## config.mk

```make
export PLATFORM = sky130hd
export DESIGN_NAME = pix_corr_ctrl
export DESIGN_NICKNAME = d
export VERILOG_FILES = /design/src/rtl/pix_corr_ctrl.sv
export SDC_FILE = /design/constraint.sdc
export NUM_CORES = 1
export LEC_CHECK = 0
export CAP_MARGIN = 15
export CORE_MARGIN = 5
export CORE_UTILIZATION = 45
export DETAILED_ROUTE_END_ITERATION = 10
export PLACE_DENSITY = 0.79
export SLEW_MARGIN = 30
export SYNTH_ARGS = -nofsm -noshare
export SYNTH_HDL_FRONTEND = slang
export SYNTH_SLANG_ARGS = --single-unit
```

## constraint.sdc

```tcl
create_clock -name clk -period 3 [get_ports clk]
set_input_delay 0.3 -clock clk [delete_from_list [all_inputs] [get_ports clk]]
set_output_delay 0.3 -clock clk [all_outputs]
set_load 0.01 [all_outputs]
```

## src/rtl/pix_corr_ctrl.sv

```systemverilog
// ============================================================================
// Module      : pix_corr_ctrl
// Description : Handshake gate and frame controller for a pixel-correction
//               filter. Window data bypasses this block; it only gates
//               up_val/up_rdy -> dn_val/dn_rdy, holds the active threshold
//               stable across a frame and counts completed frames.
//               Optional frame-size checking is enabled by defining the
//               macro PIX_CORR_CTRL_SIZE_CHK_EN.
// Revision    : 1.0 - initial release
// ============================================================================
`timescale 1ns/1ps
`default_nettype none

module pix_corr_ctrl #(
    parameter int DATA_WIDTH  = 8,
    parameter int H_ACTIVE    = 1280,
    parameter int V_ACTIVE    = 720,
    parameter int THR_DEFAULT = 20
) (
    input  logic                  clk,
    input  logic                  rst,
    input  logic                  ctl_start,
    input  logic                  ctl_stop,
    input  logic                  ctl_thr_we,
    input  logic [DATA_WIDTH-1:0] ctl_thr,
    input  logic                  up_val,
    output logic                  up_rdy,
    input  logic                  up_sof,
    input  logic                  up_eol,
    input  logic                  up_eof,
    output logic                  dn_val,
    input  logic                  dn_rdy,
    output logic [DATA_WIDTH-1:0] cfg_thr,
    output logic                  sts_busy,
    output logic [15:0]           sts_frame_cnt,
    output logic                  sts_err
);

    typedef enum logic [1:0] {
        ST_IDLE     = 2'd0,
        ST_WAIT_SOF = 2'd1,
        ST_ACTIVE   = 2'd2
    } state_t;

    state_t                r_state;
    state_t                w_state_nxt;
    logic                  r_stop_pend;
    logic                  w_stop_pend_nxt;
    logic                  w_up_rdy;
    logic                  w_dn_val;
    logic                  w_accept;
    logic                  w_sof_acc;
    logic                  w_eof_acc;
    logic                  w_start;
    logic                  w_thr_direct;
    logic [DATA_WIDTH-1:0] r_thr_pend;
    logic [DATA_WIDTH-1:0] r_cfg_thr;
    logic [15:0]           r_frame_cnt;

    // Handshake gating: stall in IDLE, swallow pre-SOF beats, pass through otherwise
    always_comb begin
        w_up_rdy = 1'b0;
        w_dn_val = 1'b0;
        case (r_state)
            ST_WAIT_SOF: begin
                if (up_sof) begin
                    w_up_rdy = dn_rdy;
                    w_dn_val = up_val;
                end else begin
                    w_up_rdy = 1'b1;
                end
            end
            ST_ACTIVE: begin
                w_up_rdy = dn_rdy;
                w_dn_val = up_val;
            end
            default: begin
                w_up_rdy = 1'b0;
                w_dn_val = 1'b0;
            end
        endcase
    end

    // Reset masks the handshake immediately, even before the state flop settles
    assign up_rdy    = w_up_rdy & ~rst;
    assign dn_val    = w_dn_val & ~rst;

    assign w_accept  = up_val & up_rdy;
    assign w_sof_acc = w_accept & up_sof & (r_state == ST_WAIT_SOF);
    assign w_eof_acc = w_accept & up_eof & (r_state != ST_IDLE);
    assign w_start   = (r_state == ST_IDLE) & ctl_start & ~ctl_stop;

    // A threshold write goes live at once only outside a frame; the SOF edge
    // itself is excluded so the SOF beat and the rest of its frame agree
    assign w_thr_direct = ctl_thr_we &
                          ((r_state == ST_IDLE) |
                           ((r_state == ST_WAIT_SOF) & ~w_sof_acc));

    // Next-state and stop-pending logic
    always_comb begin
        w_state_nxt     = r_state;
        w_stop_pend_nxt = r_stop_pend;
        case (r_state)
            ST_IDLE: begin
                if (w_start) begin
                    w_state_nxt = ST_WAIT_SOF;
                end
            end
            ST_WAIT_SOF: begin
                if (ctl_stop) begin
                    w_state_nxt = ST_IDLE;
                end else if (w_sof_acc) begin
                    w_state_nxt = ST_ACTIVE;
                end
            end
            ST_ACTIVE: begin
                if (w_eof_acc) begin
                    if (r_stop_pend | ctl_stop) begin
                        w_state_nxt     = ST_IDLE;
                        w_stop_pend_nxt = 1'b0;
                    end
                end else if (ctl_stop) begin
                    w_stop_pend_nxt = 1'b1;
                end
            end
            default: begin
                w_state_nxt     = ST_IDLE;
                w_stop_pend_nxt = 1'b0;
            end
        endcase
    end

    // State register
    always_ff @(posedge clk or posedge rst) begin
        if (rst) begin
            r_state     <= ST_IDLE;
            r_stop_pend <= 1'b0;
        end else begin
            r_state     <= w_state_nxt;
            r_stop_pend <= w_stop_pend_nxt;
        end
    end

    // Pending and active threshold; active value only moves at frame boundaries
    always_ff @(posedge clk or posedge rst) begin
        if (rst) begin
            r_thr_pend <= DATA_WIDTH'(THR_DEFAULT);
            r_cfg_thr  <= DATA_WIDTH'(THR_DEFAULT);
        end else begin
            if (ctl_thr_we) begin
                r_thr_pend <= ctl_thr;
            end
            if (w_thr_direct) begin
                r_cfg_thr <= ctl_thr;
            end else if (w_eof_acc) begin
                r_cfg_thr <= ctl_thr_we ? ctl_thr : r_thr_pend;
            end
        end
    end

    // Completed-frame counter, cleared by a start, wraps naturally at 16 bits
    always_ff @(posedge clk or posedge rst) begin
        if (rst) begin
            r_frame_cnt <= 16'd0;
        end else if (w_start) begin
            r_frame_cnt <= 16'd0;
        end else if (w_eof_acc) begin
            r_frame_cnt <= r_frame_cnt + 16'd1;
        end
    end

    assign cfg_thr       = r_cfg_thr;
    assign sts_busy      = (r_state != ST_IDLE);
    assign sts_frame_cnt = r_frame_cnt;

`ifdef PIX_CORR_CTRL_SIZE_CHK_EN
    localparam int c_col_w  = $clog2(H_ACTIVE) + 1;
    localparam int c_line_w = $clog2(V_ACTIVE) + 1;
    localparam logic [c_col_w-1:0]  c_col_last  = c_col_w'(H_ACTIVE - 1);
    localparam logic [c_line_w-1:0] c_line_last = c_line_w'(V_ACTIVE - 1);

    logic                w_fwd;
    logic [c_col_w-1:0]  r_col;
    logic [c_line_w-1:0] r_line;
    logic [c_col_w-1:0]  w_col_cur;
    logic [c_line_w-1:0] w_line_cur;
    logic                r_err;

    assign w_fwd = w_accept & w_dn_val;

    // An SOF beat is pixel (0,0) regardless of what the counters held
    always_comb begin
        w_col_cur  = up_sof ? '0 : r_col;
        w_line_cur = up_sof ? '0 : r_line;
    end

    // Column/line tracking of forwarded beats and sticky size error
    always_ff @(posedge clk or posedge rst) begin
        if (rst) begin
            r_col  <= '0;
            r_line <= '0;
            r_err  <= 1'b0;
        end else if (w_start) begin
            r_col  <= '0;
            r_line <= '0;
            r_err  <= 1'b0;
        end else if (w_fwd) begin
            if (up_eol && (w_col_cur != c_col_last)) begin
                r_err <= 1'b1;
            end
            if (up_eof) begin
                if ((w_line_cur != c_line_last) || (w_col_cur != c_col_last)) begin
                    r_err <= 1'b1;
                end
                r_col  <= '0;
                r_line <= '0;
            end else if (up_eol) begin
                r_col  <= '0;
                r_line <= w_line_cur + c_line_w'(1);
            end else begin
                r_col  <= w_col_cur + c_col_w'(1);
                r_line <= w_line_cur;
            end
        end
    end

    assign sts_err = r_err;
`else
    localparam int c_unused_geom = H_ACTIVE + V_ACTIVE;
    logic w_unused_eol;
    assign w_unused_eol = up_eol;
    assign sts_err      = 1'b0;
`endif

endmodule

`default_nettype wire

```

==> parameters.txt, run 1 <==
Parameter                              Value

Synth
  Cell types occupying the most area after synthesis ... sky130_fd_sc_hd__dfrtp_1 (41%), sky130_fd_sc_hd__dfstp_2 (5.5%), sky130_fd_sc_hd__xnor2_1 (5.5%)
  Count of mapped cells out of synthesis ... 181
  Top cell type by total area after synthesis ... sky130_fd_sc_hd__dfrtp_1
  Total standard cell area after synthesis ... 0.00190 sq mm
  Top FF cell, synth ... sky130_fd_sc_hd__dfrtp_1
  Most instantiated library cell after synthesis ... sky130_fd_sc_hd__dfrtp_1
  Register bit count reported by yosys ... 35
  Mean cell area of the mapped netlist ... 10.5 sq um
  Share of Yosys cell area claimed by the top area cell type ... 0.409
  Post-synth EDFFs ... 0
  Fraction of registers with async set or reset after synthesis ... 1.00
  Yosys Warn Count ... 0
  Cell types with the highest counts after synthesis ... sky130_fd_sc_hd__dfrtp_1 (31), sky130_fd_sc_hd__nor2_1 (27), sky130_fd_sc_hd__nor3_1 (14)
  Number of nets in the synthesized netlist ... 203
  Number of distinct library cells after synthesis ... 40
  Part of the Yosys area used for sequential elements ... 0.465

STA
  Share of the clock period used by the worst path ... 0.816
  Maximum achievable frequency ... 408 MHz
  RSZ-0062 raised after global routing ... false
  Headroom to the max-slew limit ... 0.593
  Slew at the pin with the worst max-slew slack ... 0.610 ns
  Fin. Hold Viols ... 0
  Max Clock Skew ... 0.00529 ns
  Number of max-slew violations in the final report ... 0
  Period minus WS final ... 2.45 ns
  Count of endpoints failing setup in the final report ... 0
  Hold slack ... 0.469 ns
  Total negative slack ... 0 ns

Worst setup path
  CP Max Fanout ... 6
  Ordered list of cells on the worst path ... inv_1 > ha_1 > or2_2 > a21o_1 > and3_1 > clkdlybuf4s50_1
  CP Data Arrival Time ... 2.15 ns
  Family with the most delay on the worst path ... buffers and inverters
  Startpoint of the most critical register-to-register path ... r_state[0]$_DFFE_PP0P_
  Buffers & Inverters on Critical Path ... 2
  CP Launch Type ... flop
  Type of the setup path with the least slack ... reg2out
  Worst setup path start ... r_state[1]$_DFFE_PP0P_
  Slowest cell on crit path ... sky130_fd_sc_hd__clkdlybuf4s50_1
  Data required time at the worst endpoint ... 2.70 ns
  Element type at the critical path end ... output port
  Max stage delay on crit path ... 0.47 ns

Final layout
  Share of final-layout standard cells stronger than drive strength 1 ... 0.184
  Reg area ... 881 sq um
  Area grow syn2layout ... 30.4%
  Number of nets in the final layout ... 249
  # diodes ... 0
  Number of inserted filler cells in the final layout ... 339
  Area used by multi-input combinational logic ... 938 sq um

Job
  Total of max-cap violations ... 0

Detailed routing
  Starting DRC count in detailed routing ... 118
  Total via count in the routed design ... 1,487
  First-pass DRT Iterations ... 4
  DR WL/cell ... 14.7 um
  Detail Route Antenna Nets ... 0
  Via density ... 5.35
  DRC violations left ... 0
  Post-Route WL ... 4100 um

Place
  RD Place Congestion ... 0.814
  Post-detailed-placement half-perimeter wirelength ... 2890 um
  Port bufs ... 43

GRT
  Antenna violations before repair ... 0
  Pin count of the biggest net entering global routing ... 36
  Congestion Overflow GR ... 0
  Number of global-route vias before repair ... 1,408
  First-pass GRT wire length ... 6750 um
  Global-route usage over all layers ... 0.159

Floorplanning
  Initial Utilization ... 0.470
  Placement row count ... 23
  Area of the die ... 0.00561 sq mm
  Die W ... 74.9 um
  Core Box Area ... 0.00403 sq mm
  Die Ht ... 74.9 um
  I/O pin cnt ... 46

Clocking
  CTS root buf ... sky130_fd_sc_hd__clkbuf_8
  Clock insertion delay at the later pin of the skew report ... 0.28 ns
  Total CTS buffers ... 5
  Number of clock sinks seen by CTS ... 35
  Post-CTS Hold Fix Bufs ... 0
  Post-CTS setup buffer count ... 0
  Number of H-tree levels ... 2
  Post_cts resized ... 0
  TritonCTS clock tree ... yes
  Clock transition time at the flip-flop clock pins of the worst setup and hold paths ... 0.07 ns
  Maximum clock insertion buffer count ... 2

Pwr
  Pwr per Cell Area ... 639 mW/mm^2
  Total chip power ... 1580 uW
  Leakage ... 0.00103 uW
  Largest vdd supply drop ... 0.296 mV

Hold path
  Class of the tightest hold or removal check ... in2async

Status
  Run status ... complete, no violations
-- metrics by stage --
stage | area (sq um) | cells | setup WS (ns) | utilization
4_1_cts | 2470 | 278 | 0.534 | 0.614
3_5_place_dp | 2370 | 270 | 0.686 | 0.589
2_1_floorplan | 1900 | 181 | 1.11 | -
3_3_place_gp | 2370 | 270 | 0.728 | 0.589
6_report | 2470 | 278 | 0.551 | 0.614
5_1_grt | 2470 | 278 | 0.477 | 0.614
-- cells by family after synthesis --
| logic type | synth area share |
|---|---|
| buffers and inverters | 0.0403 |
| and+or+nand+nor | 0.211 |
| AOI/OAI and AO/OA | 0.132 |
| adders and majority gates | 0.0264 |
| muxes | 0.0640 |
| xor gates and xnor gates | 0.0601 |
| other | 0.00198 |
| DFF | 0.465 |
-- registers in the layout, indices dropped and copies added, names as in the netlist --
| signal | count |
|---|---|
| sts_frame_cnt | 16 |
| cfg_thr | 8 |
| r_stop_pend | 1 |
| r_thr_pend | 8 |
| r_state | 2 |
-- final timing paths --
| check | endpoint | slack, ns | depth (start not counted) |
|---|---|---|---|
| max | up_rdy | 0.55 | 6 |
| min | sts_frame_cnt[2]$_DFFE_PP0P_ | 0.47 | 3 |
| max reg2reg | cfg_thr[6]$_DFFE_PP0P_ | 0.79 | 7 |
| min reg2reg | r_thr_pend[5]$_DFF_PP0_ | 0.51 | 1 |
| max in group asynchronous | r_thr_pend[2]$_DFF_PP1_ | 2.18 | 3 |
| min in group clk | r_thr_pend[5]$_DFF_PP0_ | 0.51 | 1 |
-- layer usage --
layer  part of all wire  track usage  up-vias
li1                   -            -      734
met3              0.047       0.0467        2
met1               0.47        0.207      725
met2               0.48        0.250       26
met5                  0            0        -
met4             0.0088       0.0593        0
-- power breakdown --
part           switching, uW  internal (uW)
sequential              64.4            569
clock                    160            209
combinational            271            307
-- cell usage in the layout, fill, tap and decap left out, types with 2 or more instances in the layout --
cell / n
sky130_fd_sc_hd__a21oi_1: 13
sky130_fd_sc_hd__buf_4: 4
sky130_fd_sc_hd__clkbuf_8: 7
sky130_fd_sc_hd__clkdlybuf4s50_1: 43
sky130_fd_sc_hd__dfrtp_1: 31
sky130_fd_sc_hd__dfstp_2: 4
sky130_fd_sc_hd__ha_1: 4
sky130_fd_sc_hd__inv_1: 8
sky130_fd_sc_hd__mux2_2: 9
sky130_fd_sc_hd__mux2i_1: 2
sky130_fd_sc_hd__nand2_1: 5
sky130_fd_sc_hd__nand3_1: 6
sky130_fd_sc_hd__nand4_1: 2
sky130_fd_sc_hd__nor2_1: 27
sky130_fd_sc_hd__nor2b_1: 2
sky130_fd_sc_hd__nor3_1: 14
sky130_fd_sc_hd__nor3b_1: 2
sky130_fd_sc_hd__nor4_1: 3
sky130_fd_sc_hd__o2111ai_4: 2
sky130_fd_sc_hd__o21ai_0: 2
sky130_fd_sc_hd__o221a_2: 8
sky130_fd_sc_hd__xnor2_1: 12
-- final cells by class --
cell class / instances / share of cell area
sequential: 35 / 0.356
timing repair buffer: 47 / 0.186
inverter: 8 / 0.0121
clock buffer: 8 / 0.0405
tap: 50 / 0.0253
multi-input combinational: 130 / 0.380
-- worst reg2reg max path, stage by stage (launching register included) --
cell and delay (ns):
sky130_fd_sc_hd__dfrtp_1 0.35, sky130_fd_sc_hd__inv_1 0.07, sky130_fd_sc_hd__ha_1 0.32, sky130_fd_sc_hd__and3b_2 0.26, sky130_fd_sc_hd__and3_4 0.21, sky130_fd_sc_hd__o2111ai_4 0.35
sky130_fd_sc_hd__nand2_2 0.22, sky130_fd_sc_hd__o221a_2 0.31
Note: power is estimated with default switching activity, not from simulation.
==> run 2, diff against run 1 <==
clock period = 2.6 ns   (was 3 ns; I/O delays follow)
==> run 2 against run 1 <==
Compared with the run above:
- cell area fell by 0.46%
- sequential power grew 16%
- critical path depth is the same
- final cell count up 0.36%
- power increased by 12%
- count of clock-buffer cells in the layout is 1 lower
- flip-flop and latch count unchanged
- global-route usage is 0.79 points higher
- via count down 0.20%
- combinational power grew 15%
- clock power rose by 1%
- critical endpoint unchanged
- highest routed layer unchanged
==> parameters.txt, run 2 (synthesis gave the netlist of run 1 again) <==
Parameter                              Value

Place
  Total cell area at the placement stage ... 0.00238 sq mm (+0.32%)
  Port bufs ... 43 (unchanged)
  RD Place Congestion ... 0.765 (-6.0%)
  Placed cell count ... 271 (+0.37%)
  Post-detailed-placement half-perimeter wirelength ... 2920 um (+1.3%)

Pwr
  Leakage ... 0.00102 uW (-0.50%)
  Pwr per Cell Area ... 719 mW/mm^2 (+12%)
  Largest vdd supply drop ... 0.305 mV (+3.0%)

STA
  Count of endpoints failing setup in the final report ... 0 (unchanged)
  Maximum achievable frequency ... 412 MHz
  Max Clock Skew ... 0.00484 ns (-0.000451 ns)
  Share of the clock period used by the worst path ... 0.934
  Fin. Hold Viols ... 0 (unchanged)
  Period minus WS final ... 2.43 ns
  Headroom to the max-slew limit ... 0.668 (+0.0748)
  Slew at the pin with the worst max-slew slack ... 0.496 ns (-0.114 ns)
  Total negative slack ... 0 ns (unchanged)
  RSZ-0062 raised after global routing ... false
  Number of max-slew violations in the final report ... 0 (unchanged)

GRT
  Number of global-route vias before repair ... 1,528 (+8.5%)
  First-pass GRT wire length ... 7040 um (+4.4%)
  Pin count of the biggest net entering global routing ... 36 (unchanged)
  Global-route usage over all layers ... 0.167 (+0.00793)
  Congestion Overflow GR ... 0 (unchanged)
  Antenna violations before repair ... 0 (unchanged)

Worst setup path
  CP Max Fanout ... 6 (unchanged)
  CP Launch Type ... flop
  Worst flop-to-flop path endpoint ... cfg_thr[5]$_DFFE_PP0P_
  CP Data Arrival Time ... 2.17 ns (+0.02 ns)
  Element type at the critical path end ... output port
  Startpoint of the most critical register-to-register path ... r_state[0]$_DFFE_PP0P_
  Reg2Reg Depth ... 7 (unchanged)
  Type of the setup path with the least slack ... reg2out
  Internal reg-to-reg setup slack ... 0.45 ns (-0.34 ns)
  Data required time at the worst endpoint ... 2.34 ns (-0.36 ns)

Hold path
  Class of the tightest hold or removal check ... in2async

Detailed routing
  Via density ... 5.32 (-0.56%)
  Total via count in the routed design ... 1,484 (-0.20%)
  DRC violations left ... 0 (unchanged)
  Detail Route Antenna Nets ... 0 (unchanged)
  Starting DRC count in detailed routing ... 56 (-53%)
  DR WL/cell ... 14.4 um (-2.1%)
  Post-Route WL ... 4030 um (-1.7%)
  First-pass DRT Iterations ... 4 (unchanged)

Final layout
  Design area ... 0.00246 sq mm (-0.46%)
  # diodes ... 0 (unchanged)
  Largest register FFs ... 16 (unchanged)
  Number of inserted filler cells in the final layout ... 359 (+5.9%)
  Share of final-layout standard cells stronger than drive strength 1 ... 0.183 (-0.000804)
  Final cell count without fillers ... 279 (+0.36%)
  Area grow syn2layout ... 29.8%
  Most common library cell in the layout ignoring fill and taps ... sky130_fd_sc_hd__clkdlybuf4s50_1
  Commonest non-fill, non-tap cells in the layout ... sky130_fd_sc_hd__clkdlybuf4s50_1 (43), sky130_fd_sc_hd__dfrtp_1 (31), sky130_fd_sc_hd__nor2_1 (27), sky130_fd_sc_hd__nor3_1 (14), sky130_fd_sc_hd__a21oi_1 (13)
  Number of nets in the final layout ... 250 (+0.40%)

Floorplanning
  I/O pin cnt ... 46 (unchanged)
  Die Ht ... 74.9 um (unchanged)
  Placement row count ... 23 (unchanged)
  Area of the die ... 0.00561 sq mm (unchanged)
  Core Box Area ... 0.00403 sq mm (unchanged)
  Initial Utilization ... 0.470 (unchanged)
  Die W ... 74.9 um (unchanged)

Clocking
  Total CTS buffers ... 5 (unchanged)
  Number of clock sinks seen by CTS ... 35 (unchanged)
  Clock transition time at the flip-flop clock pins of the worst setup and hold paths ... 0.07 ns (about the same)
  Clock insertion delay at the later pin of the skew report ... 0.28 ns (about the same)
  TritonCTS clock tree ... yes
  Post-CTS setup buffer count ... 0 (unchanged)
  CTS root buf ... sky130_fd_sc_hd__clkbuf_8
  Maximum clock insertion buffer count ... 2 (unchanged)
  Post-CTS Hold Fix Bufs ... 0 (unchanged)
  Number of H-tree levels ... 2 (unchanged)
  Post_cts resized ... 0 (unchanged)

Job
  Total of max-cap violations ... 0 (unchanged)

Status
  Run status ... complete, no violations
run 2: cell types whose count changed in the layout (fill, tap and decap cells not counted):
cell,before,now
sky130_fd_sc_hd__clkbuf_8,7,5
sky130_fd_sc_hd__clkbuf_1,1,2
sky130_fd_sc_hd__clkinv_2,0,1
sky130_fd_sc_hd__buf_4,4,5
run 2: through the flow:
stage | utilization | power (uW) | setup WS (ns) | hold WS, ns
finish | 0.611 | 1770 | 0.173 | 0.427
floorplan | - | 1130 | 0.713 | 0.412
global placement | 0.591 | 1390 | 0.432 | 0.490
detailed placement | 0.591 | 1410 | 0.442 | 0.499
CTS | 0.611 | 1790 | 0.175 | 0.437
global route | 0.611 | 1890 | 0.0938 | 0.495
run 2: worst max path at each step:
stage / startpoint / end / slack (ns)
after floorplan: r_state[0]$_DFFE_PP0P_ / cfg_thr[0]$_DFFE_PP0P_ / 0.71
after global placement: rst / cfg_thr[6]$_DFFE_PP0P_ / 0.43
after CTS: r_state[0]$_DFFE_PP0P_ / up_rdy / 0.17
after detailed placement: rst / cfg_thr[0]$_DFFE_PP0P_ / 0.44
after global routing: r_state[1]$_DFFE_PP0P_ / up_rdy / 0.09
final: r_state[1]$_DFFE_PP0P_ / up_rdy / 0.17
run 2: final cells by class:
| class | instances | area, sq um | area share |
|---|---|---|---|
| clock inverters | 1 | 5.00 | 0.00203 |
| multi-input cells | 130 | 938 | 0.381 |
| clock buffers | 7 | 76.3 | 0.0310 |
| flip-flops and latches | 35 | 881 | 0.358 |
| repair buffers | 48 | 468 | 0.190 |
| well taps | 50 | 62.6 | 0.0254 |
| inverters | 8 | 30.0 | 0.0122 |
run 2: per-layer routing:
| layer | global-route usage | part of all wire | up-vias |
|---|---|---|---|
| met3 | 0.0561 | 0.057 | 7 |
| met1 | 0.220 | 0.46 | 713 |
| met5 | 0 | 0 | - |
| met4 | 0.0751 | 0.011 | 0 |
| met2 | 0.248 | 0.47 | 32 |
| li1 | - | - | 732 |
run 2: report_power, final:
group	switching (uW)	internal (uW)
clock	186	188
sequential	76.0	657
combinational	309	355
run 2: worst max-delay path, cell delays in order, from the launching register on:
cell,delay (ns)
sky130_fd_sc_hd__dfrtp_1,0.37
sky130_fd_sc_hd__inv_1,0.07
sky130_fd_sc_hd__ha_1,0.25
sky130_fd_sc_hd__or2_2,0.37
sky130_fd_sc_hd__a21o_1,0.19
sky130_fd_sc_hd__and3_1,0.16
sky130_fd_sc_hd__clkdlybuf4s50_1,0.47
==> run 3, diff against run 2 <==
DONT_BUFFER_PORTS = 1   (was default)
PLACE_DENSITY = 0.65   (was 0.79)
==> run 3 against run 2 <==
Compared with the run above:
- register-to-register slack hardly changed
- clock skew is 0.0049 ns higher
- non-clock buffer count down 43
- setup slack better by 0.27 ns
- first-iteration DRC count increased by 3.6%
- die area unchanged
- routed wire length increased by 0.62%
- flip-flop and latch count stayed put
- critical path type is now reg2reg
==> parameters.txt, run 3 (synthesis gave the netlist of run 1 again) <==
Parameter                              Value

Status
  Run status ... complete, no violations

Detailed routing
  First-pass DRT Iterations ... 4 (unchanged)
  Total via count in the routed design ... 1,344 (-9.4%)
  Post-Route WL ... 4050 um (+0.62%)
  Via density ... 5.69 (+7.1%)
  DRC violations left ... 0 (unchanged)
  DR WL/cell ... 17.2 um (+19%)
  Detail Route Antenna Nets ... 0 (unchanged)
  Starting DRC count in detailed routing ... 58 (+3.6%)

Worst setup path
  Max stage delay on crit path ... 0.39 ns (-0.08 ns)
  Ordered list of cells on the worst path ... inv_1 > ha_1 > and3b_2 > and3_4 > o2111ai_4 > nand2_2 > o221a_2
  Type of the setup path with the least slack ... reg2reg
  Element type at the critical path end ... flop
  Slowest cell on crit path ... sky130_fd_sc_hd__dfrtp_1
  CP Max Fanout ... 9 (+3)
  CP Data Arrival Time ... 2.33 ns (+0.16 ns)
  Data required time at the worst endpoint ... 2.76 ns (+0.42 ns)
  CP Launch Type ... flop
  Internal reg-to-reg setup slack ... 0.44 ns (about the same)

Final layout
  # diodes ... 0 (unchanged)
  Area grow syn2layout ... 7.39%
  Most common library cell in the layout ignoring fill and taps ... sky130_fd_sc_hd__dfrtp_1
  Share of final-layout standard cells stronger than drive strength 1 ... 0.231 (+0.0478)
  Largest register FFs ... 16 (unchanged)
  Commonest non-fill, non-tap cells in the layout ... sky130_fd_sc_hd__dfrtp_1 (31), sky130_fd_sc_hd__nor2_1 (27), sky130_fd_sc_hd__nor3_1 (14), sky130_fd_sc_hd__a21oi_1 (13), sky130_fd_sc_hd__xnor2_1 (12)
  Number of nets in the final layout ... 207 (-17%)
  Final cell count without fillers ... 236 (-15%)

STA
  Maximum achievable frequency ... 463 MHz (+12%)
  Period minus WS final ... 2.16 ns (-0.267 ns)
  Hold slack ... 0.121 ns (-0.306 ns)
  Fin. Hold Viols ... 0 (unchanged)
  RSZ-0062 raised after global routing ... false
  Total negative slack ... 0 ns (unchanged)
  Final critical-path setup slack ... 0.439 ns (+0.267 ns)
  Max Clock Skew ... 0.00974 ns (+0.00490 ns)
  Share of the clock period used by the worst path ... 0.831 (-0.103)
  Count of endpoints failing setup in the final report ... 0 (unchanged)
  Number of max-slew violations in the final report ... 0 (unchanged)

Floorplanning
  Area of the die ... 0.00561 sq mm (unchanged)
  Die W ... 74.9 um (unchanged)
  Die Ht ... 74.9 um (unchanged)
  I/O pin cnt ... 46 (unchanged)
  Placement row count ... 23 (unchanged)
  Core Box Area ... 0.00403 sq mm (unchanged)
  Initial Utilization ... 0.470 (unchanged)

Pwr
  Pwr per Cell Area ... 780 mW/mm^2 (+8.5%)
  Leakage ... 0.000869 uW (-15%)
  Largest vdd supply drop ... 0.355 mV (+16%)

Place
  Setup Slack @ Placement ... 0.464 ns (+0.0228 ns)
  Port bufs ... 0 (-100%)
  Placed cell count ... 227 (-16%)
  Post-detailed-placement half-perimeter wirelength ... 2930 um (+0.16%)
  RD Place Congestion ... 0.845 (+10%)

Clocking
  TritonCTS clock tree ... yes
  Clock insertion delay at the later pin of the skew report ... 0.28 ns (about the same)
  CTS root buf ... sky130_fd_sc_hd__clkbuf_8
  Maximum clock insertion buffer count ... 2 (unchanged)
  Total CTS buffers ... 5 (unchanged)
  Post_cts resized ... 0 (unchanged)
  Clock transition time at the flip-flop clock pins of the worst setup and hold paths ... 0.08 ns (about the same)
  Number of clock sinks seen by CTS ... 35 (unchanged)
  Number of H-tree levels ... 2 (unchanged)

GRT
  First-pass GRT wire length ... 6670 um (-5.4%)
  Antenna violations before repair ... 0 (unchanged)
  Congestion Overflow GR ... 0 (unchanged)
  Global-route usage over all layers ... 0.155 (-0.0114)
  Number of global-route vias before repair ... 1,408 (-7.9%)
  Pin count of the biggest net entering global routing ... 37 (+2.8%)

Job
  Total of max-cap violations ... 0 (unchanged)

Hold path
  Class of the tightest hold or removal check ... in2reg
run 3: cell types whose count changed in the layout (fill, tap and decap cells not counted), sizes merged:
cell           delta
clkinv            +2
dlygate4sd3       +1
clkbuf            -2
clkdlybuf4s50    -43
buf               -1
run 3: what timing repair did:
action	4_1_cts	5_1_grt
buffers inserted	0	0
hold buffers	1	0
endpoints found under the hold margin	31	0
endpoints found under the setup margin	0	0
run 3: per-layer routing:
layer,routed length (um),part of all wire,global-route usage
met4,32,0.0079,0.0593
met5,0,0,0
met3,318,0.078,0.0601
met1,1710,0.42,0.185
met2,1990,0.49,0.253
run 3: path summary, 6_finish.rpt:
check / start / to / depth (start not counted)
min: ctl_thr[3] / r_thr_pend[3]$_DFF_PP0_ / 1
max: r_state[1]$_DFFE_PP0P_ / cfg_thr[0]$_DFFE_PP0P_ / 7
min in group asynchronous: rst / cfg_thr[1]$_DFFE_PP0P_ / 3
max reg2reg: r_state[1]$_DFFE_PP0P_ / cfg_thr[0]$_DFFE_PP0P_ / 7
max in group asynchronous: rst / r_thr_pend[4]$_DFF_PP1_ / 3
min reg2reg: r_thr_pend[1]$_DFF_PP0_ / r_thr_pend[1]$_DFF_PP0_ / 1
run 3: worst max-delay path, delay by kind of cell (launching register included):
kind,cells,cell delay (ns)
AND/OR/NAND/NOR,3,0.67
AO/OA/AOI/OAI,2,0.62
flip-flops,1,0.39
adder cells (fa/ha/maj),1,0.29
buffers and inverters,1,0.07
run 3: cell type report:
type,count,area (sq um)
clock buffers,5,68.8
clock inverters,3,15.0
fillers,373,1990
inverters,8,30.0
multi-input cells,130,938
flip-flops and latches,35,881
well taps,50,62.6
repair buffers,5,40.0
run 3: power breakdown:
part	total, uW	switching [uW]	internal (uW)
clock network	375	192	183
registers	778	121	657
logic	436	236	199
total	1590	549	1040
run 3: metrics by stage:
step	power [uW]	utilization	instance area (sq um)
2_1_floorplan	1130	-	1900
3_3_place_gp	1190	0.482	1940
3_5_place_dp	1230	0.482	1940
4_1_cts	1610	0.505	2040
5_1_grt	1690	0.505	2040
6_report	1590	0.505	2040
